File: src/rtl/gpr_wb_arbiter.sv
// gpr_wb_arbiter
//
// Shares the single write port of the GPR file among three writeback
// producers: ALU, load/store unit (LSU) and multiply/divide unit (MDU).
// Each producer uses a valid/ready handshake. At most one real write is
// granted per cycle. The order is fixed (LSU > MDU > ALU), but a source
// that has waited AGE_LIMIT consecutive cycles is "starved" and beats
// every non-starved source. The winning write is registered onto the GPR
// port one cycle after the handshake.
//
// Writes to x0 (rd == 0) are accepted immediately and discarded. They
// never compete for the port.
//
// Ports:
//   reg_clk, reg_rst            clock, synchronous active-high reset
//   {alu,lsu,mdu}_wb_valid      writeback request per source
//   {alu,lsu,mdu}_wb_rd         destination register per source
//   {alu,lsu,mdu}_wb_data       result per source
//   {alu,lsu,mdu}_wb_ready      request accepted this cycle (combinational)
//   wr_data_en, rd, wr_data     registered GPR write port
//   wb_grant                    registered one-hot {mdu, lsu, alu} of current write
//   stall_pipeline              combinational: a real request is waiting

module gpr_wb_arbiter #(
  parameter int DATA_WIDTH     = 32,
  parameter int GPR_ADDR_WIDTH = 5,
  parameter int AGE_LIMIT      = 4
) (
  input  logic                      reg_clk,
  input  logic                      reg_rst,

  input  logic                      alu_wb_valid,
  input  logic [GPR_ADDR_WIDTH-1:0] alu_wb_rd,
  input  logic [DATA_WIDTH-1:0]     alu_wb_data,
  output logic                      alu_wb_ready,

  input  logic                      lsu_wb_valid,
  input  logic [GPR_ADDR_WIDTH-1:0] lsu_wb_rd,
  input  logic [DATA_WIDTH-1:0]     lsu_wb_data,
  output logic                      lsu_wb_ready,

  input  logic                      mdu_wb_valid,
  input  logic [GPR_ADDR_WIDTH-1:0] mdu_wb_rd,
  input  logic [DATA_WIDTH-1:0]     mdu_wb_data,
  output logic                      mdu_wb_ready,

  output logic                      wr_data_en,
  output logic [GPR_ADDR_WIDTH-1:0] rd,
  output logic [DATA_WIDTH-1:0]     wr_data,
  output logic [2:0]                wb_grant,
  output logic                      stall_pipeline
);

  // Bit positions of each source inside the internal source vectors.
  // They match the one-hot layout of wb_grant: {mdu, lsu, alu}.
  typedef enum logic [1:0] {
    SRC_ALU = 2'd0,
    SRC_LSU = 2'd1,
    SRC_MDU = 2'd2
  } src_e;

  localparam int NUM_SRC = 3;

  // Age counters are 4 bits wide and saturate at the starvation limit.
  localparam logic [3:0] AGE_MAX = 4'(AGE_LIMIT);

  logic [NUM_SRC-1:0] valid;
  logic [NUM_SRC-1:0] rd_zero;
  logic [NUM_SRC-1:0] eligible;
  logic [NUM_SRC-1:0] discard;
  logic [NUM_SRC-1:0] starved;
  logic [NUM_SRC-1:0] pool;
  logic [NUM_SRC-1:0] grant;
  logic [NUM_SRC-1:0] ready;

  logic [3:0] age_alu;
  logic [3:0] age_lsu;
  logic [3:0] age_mdu;

  logic [GPR_ADDR_WIDTH-1:0] grant_rd;
  logic [DATA_WIDTH-1:0]     grant_data;

  // Gather the per-source request attributes into vectors. A source is
  // eligible for the port only when it targets a real register; an x0
  // request is simply discarded.
  always_comb begin
    valid   = '0;
    rd_zero = '0;

    valid[SRC_ALU] = alu_wb_valid;
    valid[SRC_LSU] = lsu_wb_valid;
    valid[SRC_MDU] = mdu_wb_valid;

    rd_zero[SRC_ALU] = (alu_wb_rd == '0);
    rd_zero[SRC_LSU] = (lsu_wb_rd == '0);
    rd_zero[SRC_MDU] = (mdu_wb_rd == '0);

    eligible = valid & ~rd_zero;
    discard  = valid & rd_zero;
  end

  // A source is starved once its counter has reached the limit while it
  // is still eligible.
  always_comb begin
    starved = '0;
    starved[SRC_ALU] = eligible[SRC_ALU] && (age_alu == AGE_MAX);
    starved[SRC_LSU] = eligible[SRC_LSU] && (age_lsu == AGE_MAX);
    starved[SRC_MDU] = eligible[SRC_MDU] && (age_mdu == AGE_MAX);
  end

  // Arbitration. If anyone is starved, only the starved sources compete;
  // otherwise every eligible source does. Within the competing pool the
  // fixed order LSU > MDU > ALU picks exactly one winner. Reset blocks
  // every grant so pending requests are never accepted during reset.
  always_comb begin
    pool  = (|starved) ? starved : eligible;
    grant = '0;

    if (pool[SRC_LSU]) begin
      grant[SRC_LSU] = 1'b1;
    end else if (pool[SRC_MDU]) begin
      grant[SRC_MDU] = 1'b1;
    end else if (pool[SRC_ALU]) begin
      grant[SRC_ALU] = 1'b1;
    end

    if (reg_rst) begin
      grant = '0;
    end
  end

  // x0 requests complete in the same cycle as any real grant, since they
  // do not use the write port.
  always_comb begin
    ready = '0;
    if (!reg_rst) begin
      ready = grant | discard;
    end
  end

  assign alu_wb_ready = ready[SRC_ALU];
  assign lsu_wb_ready = ready[SRC_LSU];
  assign mdu_wb_ready = ready[SRC_MDU];

  // Stall while any real request is left waiting this cycle. During
  // reset nothing is eligible to be serviced, so the stall is held low.
  assign stall_pipeline = !reg_rst && (|(eligible & ~ready));

  // Select the address and data of the winner for the output register.
  always_comb begin
    grant_rd   = '0;
    grant_data = '0;
    unique case (1'b1)
      grant[SRC_LSU]: begin
        grant_rd   = lsu_wb_rd;
        grant_data = lsu_wb_data;
      end
      grant[SRC_MDU]: begin
        grant_rd   = mdu_wb_rd;
        grant_data = mdu_wb_data;
      end
      grant[SRC_ALU]: begin
        grant_rd   = alu_wb_rd;
        grant_data = alu_wb_data;
      end
      default: begin
        grant_rd   = '0;
        grant_data = '0;
      end
    endcase
  end

  // Age counters. A counter clears whenever its source is granted, drops
  // valid, or targets x0, so it measures consecutive denied cycles of the
  // current request only. It saturates at the limit and stays starved
  // until the source is finally granted.
  always_ff @(posedge reg_clk) begin
    if (reg_rst) begin
      age_alu <= '0;
      age_lsu <= '0;
      age_mdu <= '0;
    end else begin
      if (!eligible[SRC_ALU] || grant[SRC_ALU]) begin
        age_alu <= '0;
      end else if (age_alu != AGE_MAX) begin
        age_alu <= age_alu + 4'd1;
      end

      if (!eligible[SRC_LSU] || grant[SRC_LSU]) begin
        age_lsu <= '0;
      end else if (age_lsu != AGE_MAX) begin
        age_lsu <= age_lsu + 4'd1;
      end

      if (!eligible[SRC_MDU] || grant[SRC_MDU]) begin
        age_mdu <= '0;
      end else if (age_mdu != AGE_MAX) begin
        age_mdu <= age_mdu + 4'd1;
      end
    end
  end

  // Registered GPR write port. The enable and grant vector follow the
  // arbitration every cycle; address and data only load on a grant and
  // otherwise keep their last values. Reset drops any in-flight write.
  always_ff @(posedge reg_clk) begin
    if (reg_rst) begin
      wr_data_en <= 1'b0;
      rd         <= '0;
      wr_data    <= '0;
      wb_grant   <= '0;
    end else begin
      wr_data_en <= |grant;
      wb_grant   <= grant;
      if (|grant) begin
        rd      <= grant_rd;
        wr_data <= grant_data;
      end
    end
  end

endmodule

File: config.mk
export PLATFORM = sky130hd
export DESIGN_NAME = gpr_wb_arbiter
export DESIGN_NICKNAME = d
export VERILOG_FILES = /design/src/rtl/gpr_wb_arbiter.sv
export SDC_FILE = /design/constraint.sdc
export NUM_CORES = 1
export LEC_CHECK = 0
export BUFFER_PORTS_ARGS = -buffer_cell sky130_fd_sc_hd__buf_4
export CORE_ASPECT_RATIO = 1.1
export CORE_MARGIN = 5
export CORE_UTILIZATION = 30
export CTS_BUF_LIST = sky130_fd_sc_hd__clkbuf_8
export DETAILED_ROUTE_END_ITERATION = 8
export GPL_TIMING_DRIVEN = 0
export PLACE_DENSITY_LB_ADDON = 0.08
export SYNTH_ARGS = -nofsm -noshare
export SYNTH_HDL_FRONTEND = slang
export SYNTH_SLANG_ARGS = --single-unit
export TNS_END_PERCENT = 5
File: constraint.sdc
create_clock -name reg_clk -period 2.4 [get_ports reg_clk]
set_clock_uncertainty 0.05 [all_clocks]
set_input_delay 0.24 -clock reg_clk [delete_from_list [all_inputs] [get_ports reg_clk]]
set_output_delay 0.24 -clock reg_clk [all_outputs]
set_load 0.005 [all_outputs]
==> Yosys cells after proc, flatten, opt, wreduce, memory -nomap -nowiden <==
Index checks and enable logic that the tools add are counted.
{ "word_totals": {"output_inout_bits": 45, "mem_count": 0, "rom_bits": 0, "latchBits": 0, "elab_cells": 53, "ram_bits": 0, "reg_bits": 53, "input_bits": 116} }
{ "op_classes": {"bitwise": 6, "mul": 0, "n_div": 0, "n_eq_ne": 6, "order_cmp": 0, "n_mux": 11, "shifts": 0, "n_reduce_logical": 20, "addsub": 3} }
{ "op_table": {"columns": ["cell", "count"], "rows": [
  ["$pmux W32 S3", 1],
  ["$logic_not A5 Y1", 3],
  ["$pmux W5 S3", 1],
  ["$add A4 B1 Y4 const B", 3],
  ["$eq A4 B3 Y1 const B", 3],
  ["$ne A4 B3 Y1 const B", 3],
  ["$and A3 B3 Y3", 3],
  ["$mux W3", 3],
  ["$reduce_or A3 Y1", 3],
  ["$mux W1", 6],
  ["$not A3 Y3", 2],
  ["$reduce_or A2 Y1", 3],
  ["$logic_and A1 B1 Y1", 4],
  ["$logic_not A1 Y1", 4],
  ["$logic_or A1 B1 Y1", 3],
  ["$or A3 B3 Y3", 1]
]} }

==> Logic depth before layout (Yosys ltp) <==
{ "depth": {"word_depth": 16, "mapped_depth": 11, "depth_no_buf": 8} }

==> Worst setup path after synthesis <==
Ideal clock, no wire load.
{ "synth_timing": {"path_kind": "reg2out", "start": "register age_mdu[0]", "end": "output mdu_wb_ready", "slack_ps": 212, "path_stages_with_launch": 11, "t_arrival_ps": 1898, "n_path_buf": 2, "t_required_ps": 2110, "cell_sequence": "dfxtp_1 -> inv_1 -> ha_1 -> nand3b_1 -> a211oi_1 -> o21ai_2 -> nand2b_1 -> clkbuf_1 -> clkbuf_1 -> a32oi_1 -> nor2_1"} }
{ "synth_between": {"elab_chain_cells": 9} }
{ "synth_rtl": {"columns": ["element", "line", "text"], "rows": [
  ["start: declaration", "78", "logic [3:0] age_mdu;"],
  ["start signal: assignment", "198", "age_mdu <= age_mdu + 4'd1;"],
  ["$eq A4 B3 Y1 (*)", "108", "starved[SRC_MDU] = eligible[SRC_MDU] && (age_mdu == AGE_MAX);"],
  ["$logic_and A1 B1 Y1 (*)", "108", null],
  ["$reduce_or A3 Y1", "116", "pool = (|starved) ? starved : eligible;"],
  ["$mux W3 (*)", "116", null],
  ["$mux W1", "121", "end else if (pool[SRC_MDU]) begin"],
  ["$mux W1 (*)", "119", "if (pool[SRC_LSU]) begin"],
  ["$mux W3 (*)", "127", "if (reg_rst) begin"],
  ["$or A3 B3 Y3 (*)", "137", "ready = grant | discard;"],
  ["$mux W3 (*)", "136", "if (!reg_rst) begin"],
  ["end: declaration", "45", "output logic mdu_wb_ready,"]
]} }
Every way passes the cells marked *; elsewhere a longest branch is shown, timed or not.

==> Final worst setup path <==
{ "layout_timing": {"start": "input lsu_wb_rd[0]", "end": "output mdu_wb_ready"} }
{ "layout_between": {"elab_chain_cells": 11} }
{ "layout_rtl": {"columns": ["element", "line", "text"], "rows": [
  ["start: declaration", "38", "input logic [GPR_ADDR_WIDTH-1:0] lsu_wb_rd,"],
  ["$logic_not A5 Y1 (*)", "95", "rd_zero[SRC_LSU] = (lsu_wb_rd == '0);"],
  ["$not A3 Y3 (*)", "98", "eligible = valid & ~rd_zero;"],
  ["$and A3 B3 Y3 (*)", "98", null],
  ["$logic_and A1 B1 Y1", "107", "starved[SRC_LSU] = eligible[SRC_LSU] && (age_lsu == AGE_MAX);"],
  ["$reduce_or A3 Y1", "116", null],
  ["$mux W3 (*)", "116", null],
  ["$mux W1", "121", null],
  ["$mux W1 (*)", "119", null],
  ["$mux W3 (*)", "127", null],
  ["$or A3 B3 Y3 (*)", "137", null],
  ["$mux W3 (*)", "136", null]
]} }
Marked as above.

==> impl_metrics.yaml <==
outcome:
  status: "finished, violations left"
  violations: "negative setup slack"
layout:
  final_cell_mix: "buf_4, dfxtp_1, o221ai_1, a21oi_1, nand2_1"
  drive_gt1_share_pct: 49.9
  antenna_cells: 0
  final_common_cell: "buf_4"
  syn2layout_area_growth_pct: 63.3
  final_cells: 595
  final_util_pct: 50.3
  nNetsFinal: 602
synthesis:
  avgSynthCellArea_sq_um: 9.14
  yosysUniqueCellTypes: 48
  synth_nets: 421
  synth-edff-count: 0
  synth_area_sq_um: 2730
  postSynthCellCount: 299
  ys_seq_area_share_pct: 38.8
  synthFlopType: "dfxtp_1"
  yosysWarnings: 0
  ys_async_sr_fraction_pct: 0
  synth-seq-cells: 53
clocking:
  cts_tree: "yes"
  clock-sinks: 53
  cts_buffers: 5
  h-tree-depth: 2
  clk_pin_slew_worst_paths_ns: 0.10
  cts_root_buf: "clkbuf_8"
  clockBufferDepth: 2
  insertion_delay_ns: 0.31
timing:
  setup_ws_ns: -0.00798
  hold_ws_ns: 0.143
  drv_slew: 0
  period_needed_ns: 2.41
  rsz0062_at_grt: "true"
  fin_setup_tns_ns: -0.00798
  relSlewSlack_pct: 67.5
  worstMarginPinSlew_ns: 0.487
  fmax_mhz: 415
  hold_violations: 0
  post-route-period-util_pct: 100
  setup_viol: 1
global_routing:
  grt_max_degree: 17
  antenna_found_initial: 0
  grt_first_pass_wirelength_mm: 16.4
  grt_pass1_vias: 3265
  grt_use_total_pct: 18.6
  overflow: 0
die:
  die-area_sq_um: 11100
  num_rows: 36
  dieHeight_um: 110
  fp.coreArea_sq_um: 8870
  die_w_um: 101
  start_util_pct: 30.8
  pin_count: 161
critical_path:
  worstSetupPathType: "primary input to output pin"
  reg2reg_setup_slack_ns: 0.08
  cp_slowest_cell: "or4_1"
  path_max_fanout: 4
  slowest_delay_ns: 0.63
  start_kind: "primary input"
  endpoint_kind: "output pin"
  arrival_ns: 2.12
  critPathRequiredTime_ns: 2.11
  crit_top_cell: "buf_4"
  crit_chain: "buf_4 -> or4_1 -> o21a_2 -> o21ai_4 -> and2_4 -> buf_6 -> buf_8 -> a32oi_1 -> nor2_1 -> buf_4"
route:
  firstDrtPassIters: 4
  vias: 3161
  detail_route.wl_per_cell_um: 17.9
  first_iter_violations: 143
  routed_wl_mm: 10.7
  ant_nets: 0
  route.detailed.drc: 0
  viasPerCell: 5.31
job:
  cap_violations: 0
hold_path:
  hold_path.class: "primary input to flop"
power:
  leakage_nw: 1.93
  ir_drop_mv: 0.308
  power_density_nw_per_um2: 509
place:
  gp_congestion: 0.782
  placedCellCount: 573
  port_buffers: 160
  dp_hpwl_mm: 8.08
[worst paths after layout]
kind                    from           end  cells past startpoint
min          mdu_wb_data[10]   wr_data[10]                      3
min reg2reg       age_mdu[3]    age_mdu[3]                      2
max             lsu_wb_rd[0]  mdu_wb_ready                     10
max reg2reg       age_lsu[1]   wr_data[11]                      9
[synth_stat cells, types with 2 or more instances]
library cell	n	share of area [%]
nand3b_1	3	0.82
a31oi_2	7	3.2
dfxtp_1	53	39
a22oi_1	18	4.9
a31oi_1	7	1.6
inv_1	8	1.1
o211a_1	2	0.73
and2_1	3	0.69
and3_1	2	0.46
a21oi_1	31	5.7
a32oi_1	5	1.6
ha_1	6	2.7
nor3_1	3	0.55
buf_8	2	1.1
nand3_1	19	3.5
clkbuf_1	10	1.4
buf_2	7	1.3
a21o_1	2	0.55
xnor2_1	6	1.9
buf_4	5	1.4
nand2_1	19	2.6
o221ai_1	37	12
o21a_1	3	0.82
a21oi_2	3	0.96
nor2_1	14	1.9
nor2b_1	2	0.46
[worst max-delay path: cells and delay by family]
family	cells	cell delay, ns
AO/OA/AOI/OAI	3	0.50
buffers and inverters	4	0.44
AND/OR/NAND/NOR	3	0.93
[layer usage]
metal / routed length (um) / track usage (%) / up-vias
li1: - / - / 1524
met3: 709 / 4.41 / 9
met4: 143 / 4.65 / 0
met2: 5470 / 33.3 / 111
met1: 4330 / 22.5 / 1517
met5: 0 / 0 / -
[repair_timing]
| item | CTS | global route |
|---|---|---|
| gates resized for setup | 32 | 10 |
| buffers inserted | 15 | 0 |
| hold buffers | 0 | 0 |
| setup endpoints to repair | 43 | 35 |
| pin swaps | 10 | 0 |
[final cells by class]
type                       instances  area (sq um)
fill                             870          4410
multi-input combinational        211          1560
timing repair buffer             175          1320
sequential                        53          1070
buffer                            25           204
tap                              114           143
clock buffer                       5          68.8
clock inverter                     3          65.1
inverter                           9          33.8
[cells by family after synthesis]
| family | share of synthesized area [%] |
|---|---|
| buffers and inverters | 7.51 |
| and+or+nand+nor | 13.6 |
| AOI/OAI and AO/OA | 35.3 |
| xor gates and xnor gates | 1.92 |
| adders and majority gates | 2.75 |
| DFF | 38.8 |
[metrics by stage]
| stage | power (mW) | area [sq um] | worst slack (ns) |
|---|---|---|---|
| floorplan | 1.21 | 2730 | 0.212 |
| global placement | 1.53 | 4080 | -0.436 |
| detailed placement | 1.54 | 4080 | -0.471 |
| CTS | 2.28 | 4440 | 0.00150 |
| global route | 2.37 | 4460 | -0.0868 |
| finish | 2.27 | 4460 | -0.00798 |
[registers in the layout, summed over array words and instances (netlist names)]
signal and cells:
wr_data 32, age_mdu 4, wr_data_en 1, age_lsu 4, age_alu 4, rd 5
wb_grant 3
[power by group]
part	internal [mW]	switching, mW
combinational	0.323	0.243
clock	0.415	0.309
sequential	0.946	0.0354
Power figures use the tool's default switching activity.
